===== src/rtl/riscv_ctrl_pkg.sv =====
// Shared types and encodings for the multicycle RISC-V control unit.
package riscv_ctrl_pkg;

    // FSM states; encodings 12..15 are unused and recover to StFetch.
    typedef enum logic [3:0] {
        StFetch    = 4'd0,
        StDecode   = 4'd1,
        StMemAdr   = 4'd2,
        StMemRead  = 4'd3,
        StMemWb    = 4'd4,
        StMemWrite = 4'd5,
        StExecR    = 4'd6,
        StExecI    = 4'd7,
        StAluWb    = 4'd8,
        StBeq      = 4'd9,
        StJal      = 4'd10,
        StTrap     = 4'd11
    } state_t;

    // Opcodes (instr[6:0])
    localparam logic [6:0] OP_LW     = 7'b0000011;
    localparam logic [6:0] OP_SW     = 7'b0100011;
    localparam logic [6:0] OP_R      = 7'b0110011;
    localparam logic [6:0] OP_I      = 7'b0010011;
    localparam logic [6:0] OP_BRANCH = 7'b1100011;
    localparam logic [6:0] OP_JAL    = 7'b1101111;

    // ALU operation class
    localparam logic [1:0] ALUOP_ADD   = 2'b00;
    localparam logic [1:0] ALUOP_SUB   = 2'b01;
    localparam logic [1:0] ALUOP_FUNCT = 2'b10;

    // Immediate format
    localparam logic [1:0] IMMSRC_I = 2'b00;
    localparam logic [1:0] IMMSRC_S = 2'b01;
    localparam logic [1:0] IMMSRC_B = 2'b10;
    localparam logic [1:0] IMMSRC_J = 2'b11;

    // Register-file write-back source
    localparam logic [1:0] RESSRC_ALUOUT = 2'b00;
    localparam logic [1:0] RESSRC_RDATA  = 2'b01;
    localparam logic [1:0] RESSRC_ALURES = 2'b10;

    // ALU operand A source
    localparam logic [1:0] SRCA_PC    = 2'b00;
    localparam logic [1:0] SRCA_OLDPC = 2'b01;
    localparam logic [1:0] SRCA_RS1   = 2'b10;

    // ALU operand B source
    localparam logic [1:0] SRCB_RS2  = 2'b00;
    localparam logic [1:0] SRCB_IMM  = 2'b01;
    localparam logic [1:0] SRCB_FOUR = 2'b10;

endpackage


===== src/rtl/riscv_imm_src_dec.sv =====
// Opcode to immediate-format decoder; purely combinational, state independent.
module riscv_imm_src_dec
    import riscv_ctrl_pkg::*;
#(
    parameter int unsigned IMMSRC_W = 2
) (
    input  logic [6:0]          op,
    output logic [IMMSRC_W-1:0] imm_src
);

    // Select the immediate layout for the opcode currently in the IR
    always_comb begin
        imm_src = IMMSRC_W'(IMMSRC_I);
        unique case (op)
            OP_SW:     imm_src = IMMSRC_W'(IMMSRC_S);
            OP_BRANCH: imm_src = IMMSRC_W'(IMMSRC_B);
            OP_JAL:    imm_src = IMMSRC_W'(IMMSRC_J);
            default:   imm_src = IMMSRC_W'(IMMSRC_I);
        endcase
    end

endmodule


===== src/rtl/riscv_multicycle_ctrl.sv =====
// Multicycle RISC-V control FSM: sequences lw/sw/R/I/branch/jal and drives datapath controls.
module riscv_multicycle_ctrl
    import riscv_ctrl_pkg::*;
#(
    parameter bit          HANDSHAKE = 1'b1,
    parameter bit          BNE_EN    = 1'b1,
    parameter int unsigned IMMSRC_W  = 2
) (
    input  logic                clk,
    input  logic                reset,
    input  logic [6:0]          op,
    input  logic [2:0]          funct3,
    input  logic                zero,
    input  logic                mem_ready,
    output logic                pc_write,
    output logic                adr_src,
    output logic                ir_write,
    output logic                mem_write,
    output logic                reg_write,
    output logic [1:0]          alu_src_a,
    output logic [1:0]          alu_src_b,
    output logic [1:0]          alu_op,
    output logic [1:0]          result_src,
    output logic [IMMSRC_W-1:0] imm_src,
    output logic                instr_done,
    output logic                illegal_instr
);

    state_t state;
    logic   rdy;
    logic   taken;
    logic   pc_write_raw;
    logic   ir_write_raw;
    logic   mem_write_raw;
    logic   reg_write_raw;
    logic   instr_done_raw;
    logic   unused_funct3;

    assign rdy           = HANDSHAKE ? mem_ready : 1'b1;
    assign taken         = BNE_EN ? (zero ^ funct3[0]) : zero;
    assign unused_funct3 = ^funct3[2:1];

    // State register with next-state selection; reset aborts any instruction
    always_ff @(posedge clk or posedge reset) begin
        if (reset) begin
            state <= StFetch;
        end else begin
            case (state)
                StFetch:    if (rdy) state <= StDecode;
                StDecode: begin
                    case (op)
                        OP_LW, OP_SW: state <= StMemAdr;
                        OP_R:         state <= StExecR;
                        OP_I:         state <= StExecI;
                        OP_BRANCH:    state <= StBeq;
                        OP_JAL:       state <= StJal;
                        default:      state <= StTrap;
                    endcase
                end
                StMemAdr:   state <= (op == OP_SW) ? StMemWrite : StMemRead;
                StMemRead:  if (rdy) state <= StMemWb;
                StMemWb:    state <= StFetch;
                StMemWrite: if (rdy) state <= StFetch;
                StExecR:    state <= StAluWb;
                StExecI:    state <= StAluWb;
                StAluWb:    state <= StFetch;
                StBeq:      state <= StFetch;
                StJal:      state <= StAluWb;
                StTrap:     state <= StTrap;
                default:    state <= StFetch;
            endcase
        end
    end

    // Moore output decode; strobes additionally depend on rdy and the branch outcome
    always_comb begin
        pc_write_raw   = 1'b0;
        ir_write_raw   = 1'b0;
        mem_write_raw  = 1'b0;
        reg_write_raw  = 1'b0;
        instr_done_raw = 1'b0;
        adr_src        = 1'b0;
        alu_src_a      = SRCA_PC;
        alu_src_b      = SRCB_RS2;
        alu_op         = ALUOP_ADD;
        result_src     = RESSRC_ALUOUT;
        illegal_instr  = 1'b0;
        case (state)
            StDecode: begin
                alu_src_a = SRCA_OLDPC;
                alu_src_b = SRCB_IMM;
            end
            StMemAdr: begin
                alu_src_a = SRCA_RS1;
                alu_src_b = SRCB_IMM;
            end
            StMemRead: begin
                adr_src = 1'b1;
            end
            StMemWb: begin
                result_src     = RESSRC_RDATA;
                reg_write_raw  = 1'b1;
                instr_done_raw = 1'b1;
            end
            StMemWrite: begin
                // strobe held through wait cycles; completion only once memory accepts
                adr_src        = 1'b1;
                mem_write_raw  = 1'b1;
                instr_done_raw = rdy;
            end
            StExecR: begin
                alu_src_a = SRCA_RS1;
                alu_src_b = SRCB_RS2;
                alu_op    = ALUOP_FUNCT;
            end
            StExecI: begin
                alu_src_a = SRCA_RS1;
                alu_src_b = SRCB_IMM;
                alu_op    = ALUOP_FUNCT;
            end
            StAluWb: begin
                reg_write_raw  = 1'b1;
                instr_done_raw = 1'b1;
            end
            StBeq: begin
                alu_src_a      = SRCA_RS1;
                alu_src_b      = SRCB_RS2;
                alu_op         = ALUOP_SUB;
                pc_write_raw   = taken;
                instr_done_raw = 1'b1;
            end
            StJal: begin
                // ALUOut already holds the target from DECODE; ALU forms OldPC+4 for rd
                alu_src_a    = SRCA_OLDPC;
                alu_src_b    = SRCB_FOUR;
                pc_write_raw = 1'b1;
            end
            StTrap: begin
                illegal_instr = 1'b1;
            end
            default: begin
                // StFetch and unused encodings present fetch controls
                alu_src_b    = SRCB_FOUR;
                result_src   = RESSRC_ALURES;
                pc_write_raw = rdy;
                ir_write_raw = rdy;
            end
        endcase
    end

    // Strobes are forced low for the whole reset interval, not just after the first edge
    assign pc_write   = pc_write_raw   & ~reset;
    assign ir_write   = ir_write_raw   & ~reset;
    assign mem_write  = mem_write_raw  & ~reset;
    assign reg_write  = reg_write_raw  & ~reset;
    assign instr_done = instr_done_raw & ~reset;

    riscv_imm_src_dec #(
        .IMMSRC_W (IMMSRC_W)
    ) u_imm_src_dec (
        .op      (op),
        .imm_src (imm_src)
    );

endmodule

===== config.mk =====
export PLATFORM = sky130hd
export DESIGN_NAME = riscv_multicycle_ctrl
export DESIGN_NICKNAME = d
export VERILOG_FILES = /design/src/rtl/riscv_ctrl_pkg.sv /design/src/rtl/riscv_imm_src_dec.sv /design/src/rtl/riscv_multicycle_ctrl.sv
export SDC_FILE = /design/constraint.sdc
export NUM_CORES = 1
export LEC_CHECK = 0
export ABC_AREA = 1
export CORE_MARGIN = 3
export CORE_UTILIZATION = 40
export DETAILED_ROUTE_END_ITERATION = 7
export GPL_ROUTABILITY_DRIVEN = 0
export GPL_TIMING_DRIVEN = 1
export MAX_ROUTING_LAYER = met4
export PLACE_DENSITY_LB_ADDON = 0.12
export SLEW_MARGIN = 10
export SYNTH_ARGS = -nofsm -noshare
export SYNTH_HDL_FRONTEND = slang
export SYNTH_SLANG_ARGS = --single-unit
export TNS_END_PERCENT = 50

===== constraint.sdc =====
create_clock -name clk -period 2.2 [get_ports clk]
set_clock_uncertainty 0.05 [all_clocks]
set_input_delay 0.44 -clock clk [delete_from_list [all_inputs] [get_ports clk]]
set_output_delay 0.44 -clock clk [all_outputs]
set_load 0.01 [all_outputs]

==> summary.txt <==
Finish
  • # diodes: 0
  • Max FFs per register: 4
  • Fillcell total: 90
  • Layout cells sized above 1: 32.9%
  • Commonest non-fill, non-tap cells in the layout: nand2_1 (20), buf_4 (16), inv_1 (14), clkdlybuf4s50_1 (14)
  • Layout Nets: 159
  • Most common cell after layout, fill and taps aside: nand2_1
  • Top reg by flops: state
  • Fin util: 83.5%
  • Biggest regs: state: 4 flops
  • Synth-to-layout area growth: 82.1%

Floorplanning
  • FP Rows: 12
  • Die Y: 42.9 µm
  • Die area: 1840 µm²
  • Initial Utilization: 45.9%
  • # IOs: 31
  • Die width: 42.9 µm
  • Core region area: 1190 µm²

Yosys
  • Compound-gate portion of the synthesized area: 17.9%
  • Seq/Total Area, Yosys: 18.4%
  • Largest family of logic cells by synthesized area: simple AND/OR/NAND/NOR gates
  • Post-Synth XOR/XNOR Area: 1.61%
  • Cells after synthesis: 96
  • Synthesis-stage register bit count: 4
  • Post-synthesis mux area share: 0%
  • Post-synth cell types: 21
  • Post-synth net total: 110
  • Adder-Cell Fraction of Synth Area: 0%
  • Syn avg cell area: 5.67 µm²
  • Synth warnings: 0
  • Simple-gate portion of the synthesized area: 47.6%
  • Synth Cell Area: 544 µm²

GRT
  • Tot GR Track Use: 22.9%
  • Global-route wire length before repair: 3110 µm
  • GR Overflow Total: 0
  • Initial antenna violation count: 0
  • Vias in the first global route: 761
  • Largest net degree at the start of global routing: 7

Clock tree
  • CTS Buf Count: 3
  • CTS H-Tree Depth: 1
  • Clk buf depth: 2
  • Post-cts hold buffer count: 0
  • Clock transition at the registers of the reported paths: 40 ps
  • Clk_lat worst skew: 230 ps
  • TritonCTS Sinks: 4
  • Root Buffer: clkbuf_4
  • TritonCTS clock tree: built

Placement
  • Port-buffer cells: 28
  • Pre-CTS setup slack: -149 ps
  • Dpl hpwl: 1440 µm

Timing
  • FMAX: 446 MHz
  • Slew HR: 84.9%
  • Final period util: 102%
  • Final setup viols: 1
  • Worst-Margin Slew: 225 ps
  • Fin worst setup slack: -40.2 ps
  • Clock period minus worst slack: 2240 ps
  • RSZ-0062 raised after global routing: yes
  • Final Hold Fails: 0
  • Slew Viols, Final: 0

Route
  • Drt first pass iters: 4
  • Final WL: 1830 µm
  • DRC marker count from the first detailed-route iteration: 23
  • DR WL/cell: 11.7 µm
  • Routed vias: 806
  • Via-to-Cell Ratio: 5.13
  • Drt drc: 0
  • Antenna Nets Post-Route: 0

Setup path
  • Path type of the worst setup path: reg2out
  • Crit Path Max Fanout: 5
  • CP required: 1710 ps
  • Critical path startpoint category: register
  • Crit path capture type: primary output
  • Internal reg-to-reg setup slack: 790 ps
  • Worst R2R Path Depth: 8
  • Arr. time, crit path: 1750 ps
  • Worst flop-to-flop path endpoint: state[2]
  • RR Startpoint: state[3]

Outcome
  • Violated checks: setup timing
  • Status: finished with violations

Power and ir drop
  • Leak pwr: 0.601 nW
  • Pwr per Cell Area: 1200 nW/µm²
  • VDD IR-drop max: 0.000986 V

Worst hold path
  • Tightest Hold Check Type: in2async

Flow run
  • Max cap viols: 0
-- metrics by stage --
stage	instance area (µm²)	instances	hold WS (ps)	setup TNS, ps	total power [mW]
floorplan	544	96	165	0	0.656
global placement	925	149	526	-388	1.01
detailed placement	925	149	556	-535	1.04
CTS	975	156	547	-0.486	1.16
global route	991	157	566	-219	1.30
finish	991	157	555	-40.2	1.19
-- layer usage --
layer	vias up	GRT usage [%]	share of wire, %
li1	402	-	-
met1	354	21.8	37
met2	36	39.2	52
met3	14	3.39	5.9
met4	0	20.5	5.4
met5	-	-	0
-- cells by family (layout without fill, tap and decap cells) --
logic type,after synthesis,after routing
xor+xnor,1,1
buf+inv,21,68
compound gates,15,15
simple gates,55,55
flops,4,4
-- how the worst max path moves through the flow --
stage	slack, ps	endpoint	from	cells after the start
3_5_place_dp	-150	imm_src[0]	op[1]	8
3_3_place_gp	-140	imm_src[0]	op[1]	8
2_1_floorplan	550	pc_write	state[1]	5
4_1_cts	-0.5	result_src[1]	state[1]	5
5_1_grt	-150	result_src[1]	state[2]	5
6_report	-40	result_src[1]	state[3]	5
-- report_power, final --
part	internal, mW	leakage, nW	switching, mW
registers	0.113	0.0495	0.0544
logic	0.411	0.537	0.522
clock network	0.0610	0.0138	0.0302
-- critical path, cell delays in order, from the launching register on --
cell	delay (ps)
dfrtp_1	390
nor2_2	210
inv_2	100
o21ai_2	170
buf_4	120
clkdlybuf4s50_1	520
-- what timing repair did --
item / CTS / global route
pin swaps: 2 / 0
setup buffers: 4 / 1
hold endpoints to repair: 0 / 0
gates resized for setup: 16 / 9
setup endpoints to repair: 11 / 7
-- cells in the mapped netlist --
cell	n	area share, %
nand2_1	22	15
inv_1	14	9.7
nor2_1	12	8.3
nand3_1	11	10
inv_2	7	4.8
a21oi_1	4	3.7
dfrtp_1	4	18
nor2_2	4	4.6
nand2_2	3	3.4
o21ai_0	3	2.8
o21ai_1	2	1.8
a211oi_1	1	1.4
a22oi_1	1	1.4
nand2_4	1	2.1
nor2_4	1	2.1
nor3_2	1	1.8
o2111ai_1	1	1.6
o211ai_2	1	2.3
o21ai_2	1	1.6
o31ai_1	1	1.4
xor2_1	1	1.6
-- final cells by class --
type	instances	area (µm²)	area share, %
Timing Repair Buffer	44	387	39.0
Multi-Input combinational cell	71	384	38.8
Sequential cell	4	101	10.2
Inverter	21	78.8	7.95
Clock buffer	3	22.5	2.27
Tap cell	14	17.5	1.77
Note: power is estimated with default switching activity, not from simulation.
